### config.mk
export PLATFORM = sky130hd
export DESIGN_NAME = dm_lsu
export DESIGN_NICKNAME = d
export VERILOG_FILES = /design/src/rtl/dm_pkg.sv /design/src/rtl/dm_lane_unit.sv /design/src/rtl/dm_lsu.sv
export SDC_FILE = /design/constraint.sdc
export NUM_CORES = 1
export LEC_CHECK = 0
export CAP_MARGIN = 20
export CORE_ASPECT_RATIO = 0.5
export CORE_UTILIZATION = 45
export DETAILED_ROUTE_END_ITERATION = 8
export HOLD_SLACK_MARGIN = 0.12
export PLACE_DENSITY = 0.81
export RECOVER_POWER = 25
export SLEW_MARGIN = 20
export SYNTH_ARGS = -nofsm -noshare
export SYNTH_HDL_FRONTEND = slang
export SYNTH_SLANG_ARGS = --single-unit
export TNS_END_PERCENT = 10
### constraint.sdc
create_clock -name clk -period 8.25 [get_ports clk]
set_input_delay 1.2375 -clock clk [delete_from_list [all_inputs] [get_ports clk]]
set_output_delay 1.2375 -clock clk [all_outputs]
set_load 0.05 [all_outputs]
### src/rtl/dm_pkg.sv
`default_nettype none
// ============================================================================
// Module      : dm_pkg
// Description : Shared definitions for the data-memory load/store unit:
//               access-size encodings, FSM state encoding, data width.
// Revision    : 1.0 - initial release
// ============================================================================
package dm_pkg;

    localparam int DATA_W = 32;

    // Access size encodings as presented on req_size (2'b11 is illegal)
    localparam logic [1:0] SZ_BYTE = 2'b00;
    localparam logic [1:0] SZ_HALF = 2'b01;
    localparam logic [1:0] SZ_WORD = 2'b10;

    // Load/store unit FSM states
    typedef enum logic [1:0] {
        IDLE = 2'd0,
        RD   = 2'd1,
        WR   = 2'd2,
        RESP = 2'd3
    } state_t;

endpackage : dm_pkg
`default_nettype wire

### src/rtl/dm_lane_unit.sv
`default_nettype none
// ============================================================================
// Module      : dm_lane_unit
// Description : Purely combinational byte-lane logic (little-endian lanes).
//               merge   : replaces the addressed byte/half of merge_word_i
//                         with right-aligned wdata_i; word size passes wdata_i.
//               extract : shifts the addressed byte/half of load_word_i down
//                         to bit 0 and sign- or zero-extends it.
// Ports       : merge_word_i  captured memory word for read-modify-write
//               load_word_i   memory word being loaded
//               wdata_i       right-aligned store data
//               size_i        access size (dm_pkg SZ_*)
//               lane_i        byte address bits [1:0]
//               signed_i      1 = sign-extend loads
//               merged_o      store word to write back
//               rdata_o       extended load data
// Revision    : 1.0 - initial release
// ============================================================================
module dm_lane_unit
    import dm_pkg::*;
(
    input  logic [DATA_W-1:0] merge_word_i,
    input  logic [DATA_W-1:0] load_word_i,
    input  logic [DATA_W-1:0] wdata_i,
    input  logic [1:0]        size_i,
    input  logic [1:0]        lane_i,
    input  logic              signed_i,
    output logic [DATA_W-1:0] merged_o,
    output logic [DATA_W-1:0] rdata_o
);

    logic [DATA_W-1:0] w_shifted;
    logic [7:0]        w_byte;
    logic [15:0]       w_half;

    // Selected lane shifted to bit 0; half selection uses lane_i[1] only
    // because an odd half address never reaches this unit (error path).
    assign w_shifted = load_word_i >> {lane_i, 3'b000};
    assign w_byte    = w_shifted[7:0];
    assign w_half    = lane_i[1] ? load_word_i[31:16] : load_word_i[15:0];

    always_comb begin
        merged_o = merge_word_i;
        case (size_i)
            SZ_BYTE: begin
                case (lane_i)
                    2'd0:    merged_o[7:0]   = wdata_i[7:0];
                    2'd1:    merged_o[15:8]  = wdata_i[7:0];
                    2'd2:    merged_o[23:16] = wdata_i[7:0];
                    default: merged_o[31:24] = wdata_i[7:0];
                endcase
            end
            SZ_HALF: begin
                if (lane_i[1]) merged_o[31:16] = wdata_i[15:0];
                else           merged_o[15:0]  = wdata_i[15:0];
            end
            default: merged_o = wdata_i;
        endcase
    end

    always_comb begin
        rdata_o = load_word_i;
        case (size_i)
            SZ_BYTE: rdata_o = {{24{signed_i & w_byte[7]}}, w_byte};
            SZ_HALF: rdata_o = {{16{signed_i & w_half[15]}}, w_half};
            default: rdata_o = load_word_i;
        endcase
    end

endmodule : dm_lane_unit
`default_nettype wire

### src/rtl/dm_lsu.sv
`default_nettype none
// ============================================================================
// Module      : dm_lsu
// Description : Initiator-side load/store unit for a word-addressed data
//               memory with combinational read and posedge write. Sub-word
//               stores use read-modify-write; loads are extended.
// Ports       : clk, rst (async, active-high)
//               req/req_we/req_size/req_signed/req_addr/req_wdata  CPU request
//               req_ready                                          accept when high
//               resp_valid/resp_rdata/resp_err                     completion
//               mem_addr/mem_din/mem_we/mem_dout                   memory side
// Revision    : 1.0 - initial release
// ============================================================================
module dm_lsu
    import dm_pkg::*;
#(
    parameter int ADDR_W = 5
) (
    input  logic              clk,
    input  logic              rst,
    input  logic              req,
    input  logic              req_we,
    input  logic [1:0]        req_size,
    input  logic              req_signed,
    input  logic [31:0]       req_addr,
    input  logic [31:0]       req_wdata,
    output logic              req_ready,
    output logic              resp_valid,
    output logic [31:0]       resp_rdata,
    output logic              resp_err,
    output logic [ADDR_W-1:0] mem_addr,
    output logic [31:0]       mem_din,
    output logic              mem_we,
    input  logic [31:0]       mem_dout
);

    state_t              state_q, state_d;
    logic                we_q;
    logic [1:0]          size_q;
    logic                signed_q;
    logic [ADDR_W+1:0]   addr_q;
    logic [DATA_W-1:0]   wdata_q;
    logic                err_q;
    logic [DATA_W-1:0]   word_q;
    logic [DATA_W-1:0]   rdata_q, rdata_d;

    logic                w_accept;
    logic                w_err;
    logic [DATA_W-1:0]   w_merged;
    logic [DATA_W-1:0]   w_extract;
    logic                w_unused_addr;

    // Byte-address bits above the memory are dropped so accesses wrap.
    assign w_unused_addr = &{1'b0, req_addr[31:ADDR_W+2]};

    assign w_accept = req && (state_q == IDLE);

    assign w_err = (req_size == 2'b11)
                || ((req_size == SZ_HALF) && req_addr[0])
                || ((req_size == SZ_WORD) && (req_addr[1:0] != 2'b00));

    dm_lane_unit u_lane (
        .merge_word_i (word_q),
        .load_word_i  (mem_dout),
        .wdata_i      (wdata_q),
        .size_i       (size_q),
        .lane_i       (addr_q[1:0]),
        .signed_i     (signed_q),
        .merged_o     (w_merged),
        .rdata_o      (w_extract)
    );

    always_comb begin
        state_d = state_q;
        rdata_d = rdata_q;
        case (state_q)
            IDLE: begin
                if (req) begin
                    if (w_err) begin
                        state_d = RESP;
                        rdata_d = '0;
                    end else if (!req_we) begin
                        state_d = RD;
                    end else if (req_size == SZ_WORD) begin
                        state_d = WR;
                    end else begin
                        state_d = RD;
                    end
                end
            end
            RD: begin
                if (we_q) begin
                    state_d = WR;
                end else begin
                    // Load result registered on entry to RESP so it is held
                    // until the next response.
                    state_d = RESP;
                    rdata_d = w_extract;
                end
            end
            WR: begin
                state_d = RESP;
                rdata_d = '0;
            end
            default: state_d = IDLE;
        endcase
    end

    always_ff @(posedge clk or posedge rst) begin
        if (rst) begin
            state_q  <= IDLE;
            we_q     <= 1'b0;
            size_q   <= 2'b00;
            signed_q <= 1'b0;
            addr_q   <= '0;
            wdata_q  <= '0;
            err_q    <= 1'b0;
            word_q   <= '0;
            rdata_q  <= '0;
        end else begin
            state_q <= state_d;
            rdata_q <= rdata_d;
            if (w_accept) begin
                we_q     <= req_we;
                size_q   <= req_size;
                signed_q <= req_signed;
                addr_q   <= req_addr[ADDR_W+1:0];
                wdata_q  <= req_wdata;
                err_q    <= w_err;
            end
            if (state_q == RD) begin
                word_q <= mem_dout;
            end
        end
    end

    assign req_ready  = (state_q == IDLE);
    assign resp_valid = (state_q == RESP);
    assign resp_err   = (state_q == RESP) && err_q;
    assign resp_rdata = rdata_q;

    // Write enable decodes straight from the state register, so an async
    // reset drops it immediately and no partial write can occur.
    assign mem_we   = (state_q == WR);
    assign mem_addr = addr_q[ADDR_W+1:2];
    assign mem_din  = (state_q == WR) ? w_merged : '0;

endmodule : dm_lsu
`default_nettype wire

==> impl_metrics.yaml <==
run_status:
  status: "finished, violations left"
  violations: "capacitance limit, slew limit"
sta:
  post-route-period-util_pct: 58.11
  fin_crit_ps: 4794
  finalSetupViolations: 0
  timing.fmax_mhz: 208.6
  report.final.slew_viol_count: 47
  worstMarginPinSlew_ps: 1880
  hold_viol: 0
  grt_setup_unrepaired: "no"
  fin_worst_skew_ps: 9.973
  tns_ps: 0
  slew_headroom_pct: -25.66
critical_path:
  crit_type: "register to output port"
  crit_arrival_ps: 3560
  path_max_fanout: 20
  worst_setup_path_start_kind: "register"
  required_ps: 7010
  cp-end-kind: "output port"
placed_design:
  gp_congestion: 0.8169
  place_inst: 812
  dp_hpwl_mm: 11.64
  port_buffers: 150
drt:
  drt_wl_total_mm: 16.27
  first_iter_violations: 376
  avgViaCountPerCell: 5.663
  via_count: 4689
  antenna_left: 0
  routedWlPerCell_um: 19.65
  dr.pass1.iters: 5
  drc: 0
clock_tree:
  clockBufferDepth: 2
  hold_buffers: 0
  ctsRootBufferMaster: "clkbuf_16"
  post_cts_buffers: 0
  cts_tree: "done"
  cts.reportedPaths.clkPinSlew_ps: 70
  numCtsBuffers: 9
  cts_resized: 0
  cts.sinks: 110
  clk_latency_ps: 360
  htree_levels: 3
power_and_ir_drop:
  p_sw_share_pct: 47.09
  power_density_nw_per_um2: 465.0
  irDropWorstVdd_mv: 0.2318
  finalPower_uw: 3653
  seqPwrFrac_pct: 29.0
  switchingPower_uw: 1720
  power_frac_comb_pct: 58.2
  power_leakage_uw: 0.003318
  clkPwrFrac_pct: 12.8
  p_int_uw: 1933
synth:
  ys_warn_count: 0
  synth_cells: 534
  yosysSeqAreaShare_pct: 46.03
  synth_area_um2: 5979
  synth_nets: 641
  synth_cell_type_count: 43
  syn_avg_cell_area_um2: 11.20
  ys_ff_latch: 110
grt:
  grt_max_degree: 83
  grt_antenna_before_repair: 0
  track_usage_pct: 24.60
  grt_pass1_vias: 4564
  grt_overflow: 0
  grt_pass1_wl_mm: 25.58
hold_path:
  min_path_type: "register to register"
cells_and_area:
  area_growth_pct: 31.37
  multi_input_area_um2: 2992
  nets: 760
  drive_gt1_share_pct: 18.39
  layout_commonest_cell: "clkdlybuf4s50_1"
  seq_area_um2: 2754
  fillers: 1024
  layout_common_cells: "136 x clkdlybuf4s50_1, 109 x dfrtp_1, 91 x mux2_2"
  stdcell_count: 828
  n_antenna_cell: 0
floorplanning:
  coreArea_um2: 12810
  dieHeight_um: 83.51
  num_rows: 29
  dieArea_um2: 13780
  fp.dieW_um: 165.0
  initial_core_util_pct: 46.68
  ios: 176
flow_run:
  drv_cap: 1
## power groups by stage
stage	combinational (uW)	clock, uW	sequential [uW]
after detailed placement	2120	0	1060
after CTS	2130	476	1050
after global placement	2080	0	1040
final	2120	468	1060
after global routing	2260	501	1090
after floorplan	1440	0	1120
## worst max-delay path, stage by stage (launching register included)
cell and delay (ps):
dfrtp_1 870, clkinv_1 700, a21o_1 490, mux2i_1 170
nor2b_1 160, clkdlybuf4s50_1 820
## synthesized netlist by cell type, drive strengths merged
master | number | area [um^2]
o21ai | 35 | 178.9
and2 | 4 | 25.02
nand2 | 40 | 150.1
clkbuf | 26 | 97.59
mux2 | 91 | 1025
o211ai | 1 | 7.510
or2 | 1 | 6.260
a21o | 2 | 15.01
buf | 22 | 126.4
and3 | 8 | 50.05
or3 | 3 | 18.77
a32oi | 1 | 8.760
clkinv | 1 | 3.750
a21oi | 18 | 90.09
dfrtp | 110 | 2753
nor2 | 4 | 15.01
a211o | 1 | 8.760
ha | 4 | 50.05
a221o | 1 | 10.01
nor4b | 1 | 8.760
a22o | 38 | 332.8
mux4 | 1 | 22.52
nand3 | 1 | 5.000
nor2b | 28 | 175.2
or2b | 1 | 7.510
nand2b | 19 | 118.9
inv | 5 | 18.77
a21boi | 8 | 60.06
a221oi | 8 | 70.07
a31oi | 1 | 21.27
a32o | 2 | 20.02
nor4 | 1 | 6.260
o211a | 9 | 90.09
a2bb2oi | 8 | 70.07
nor3b | 2 | 20.02
mux2i | 27 | 282.8
a222oi | 1 | 10.01
## layout make-up
cell class	count	area share, %
well taps	170	2.708
clock buffers	9	2.867
multi-input cells	370	38.09
inverters	6	0.3026
flip-flops and latches	110	35.06
repair buffers	156	19.69
clock inverters	7	1.290
## cell families after synthesis
family                     after synthesis  synth area share (%)
AOI/OAI and AO/OA                      134                 16.61
adders and majority gates                4                0.8370
buffers and inverters                   54                 4.122
DFF                                    110                 46.03
muxes                                  119                 22.24
and+or+nand+nor                        113                 10.15
## final timing paths
check	end	startpoint	slack, ps	cells past startpoint
max reg2reg	resp_rdata[26]	state_q[1]	4990	5
max	mem_din[0]	addr_q[1]	3460	5
min	err_q	err_q	480	1
min reg2reg	err_q	err_q	480	1
min in group asynchronous	resp_rdata[27]	rst	1590	2
max in group asynchronous	size_q[1]	rst	5360	3
## stage by stage
stage | hold WS [ps] | area (um^2) | setup slack [ps] | util [%]
floorplan | 441.6 | 5979 | 4110 | -
global placement | 458.6 | 7527 | 3955 | 58.77
detailed placement | 468.5 | 7532 | 3906 | 58.81
CTS | 489.5 | 7859 | 3518 | 61.36
global route | 516.3 | 7855 | 3321 | 61.33
finish | 482.4 | 7855 | 3456 | 61.33
## per-layer routing
metal  up-vias  GRT usage [%]  part of all wire, %  routed length, um
met1      2287          36.16                   45               7283
li1       2177              -                    -                  -
met3        19          8.097                  9.8               1592
met2       206          34.65                   44               7207
met5         -              0                    0                  0
met4         0          6.005                  1.1                187
## sequential cells by signal, summed over array words and instances, names as in the netlist
register,count
resp_rdata,32
wdata_q,32
word_q,32
addr_q,7
size_q,2
state_q,2
err_q,1
signed_q,1
we_q,1
(Power assumes the default switching activity.)
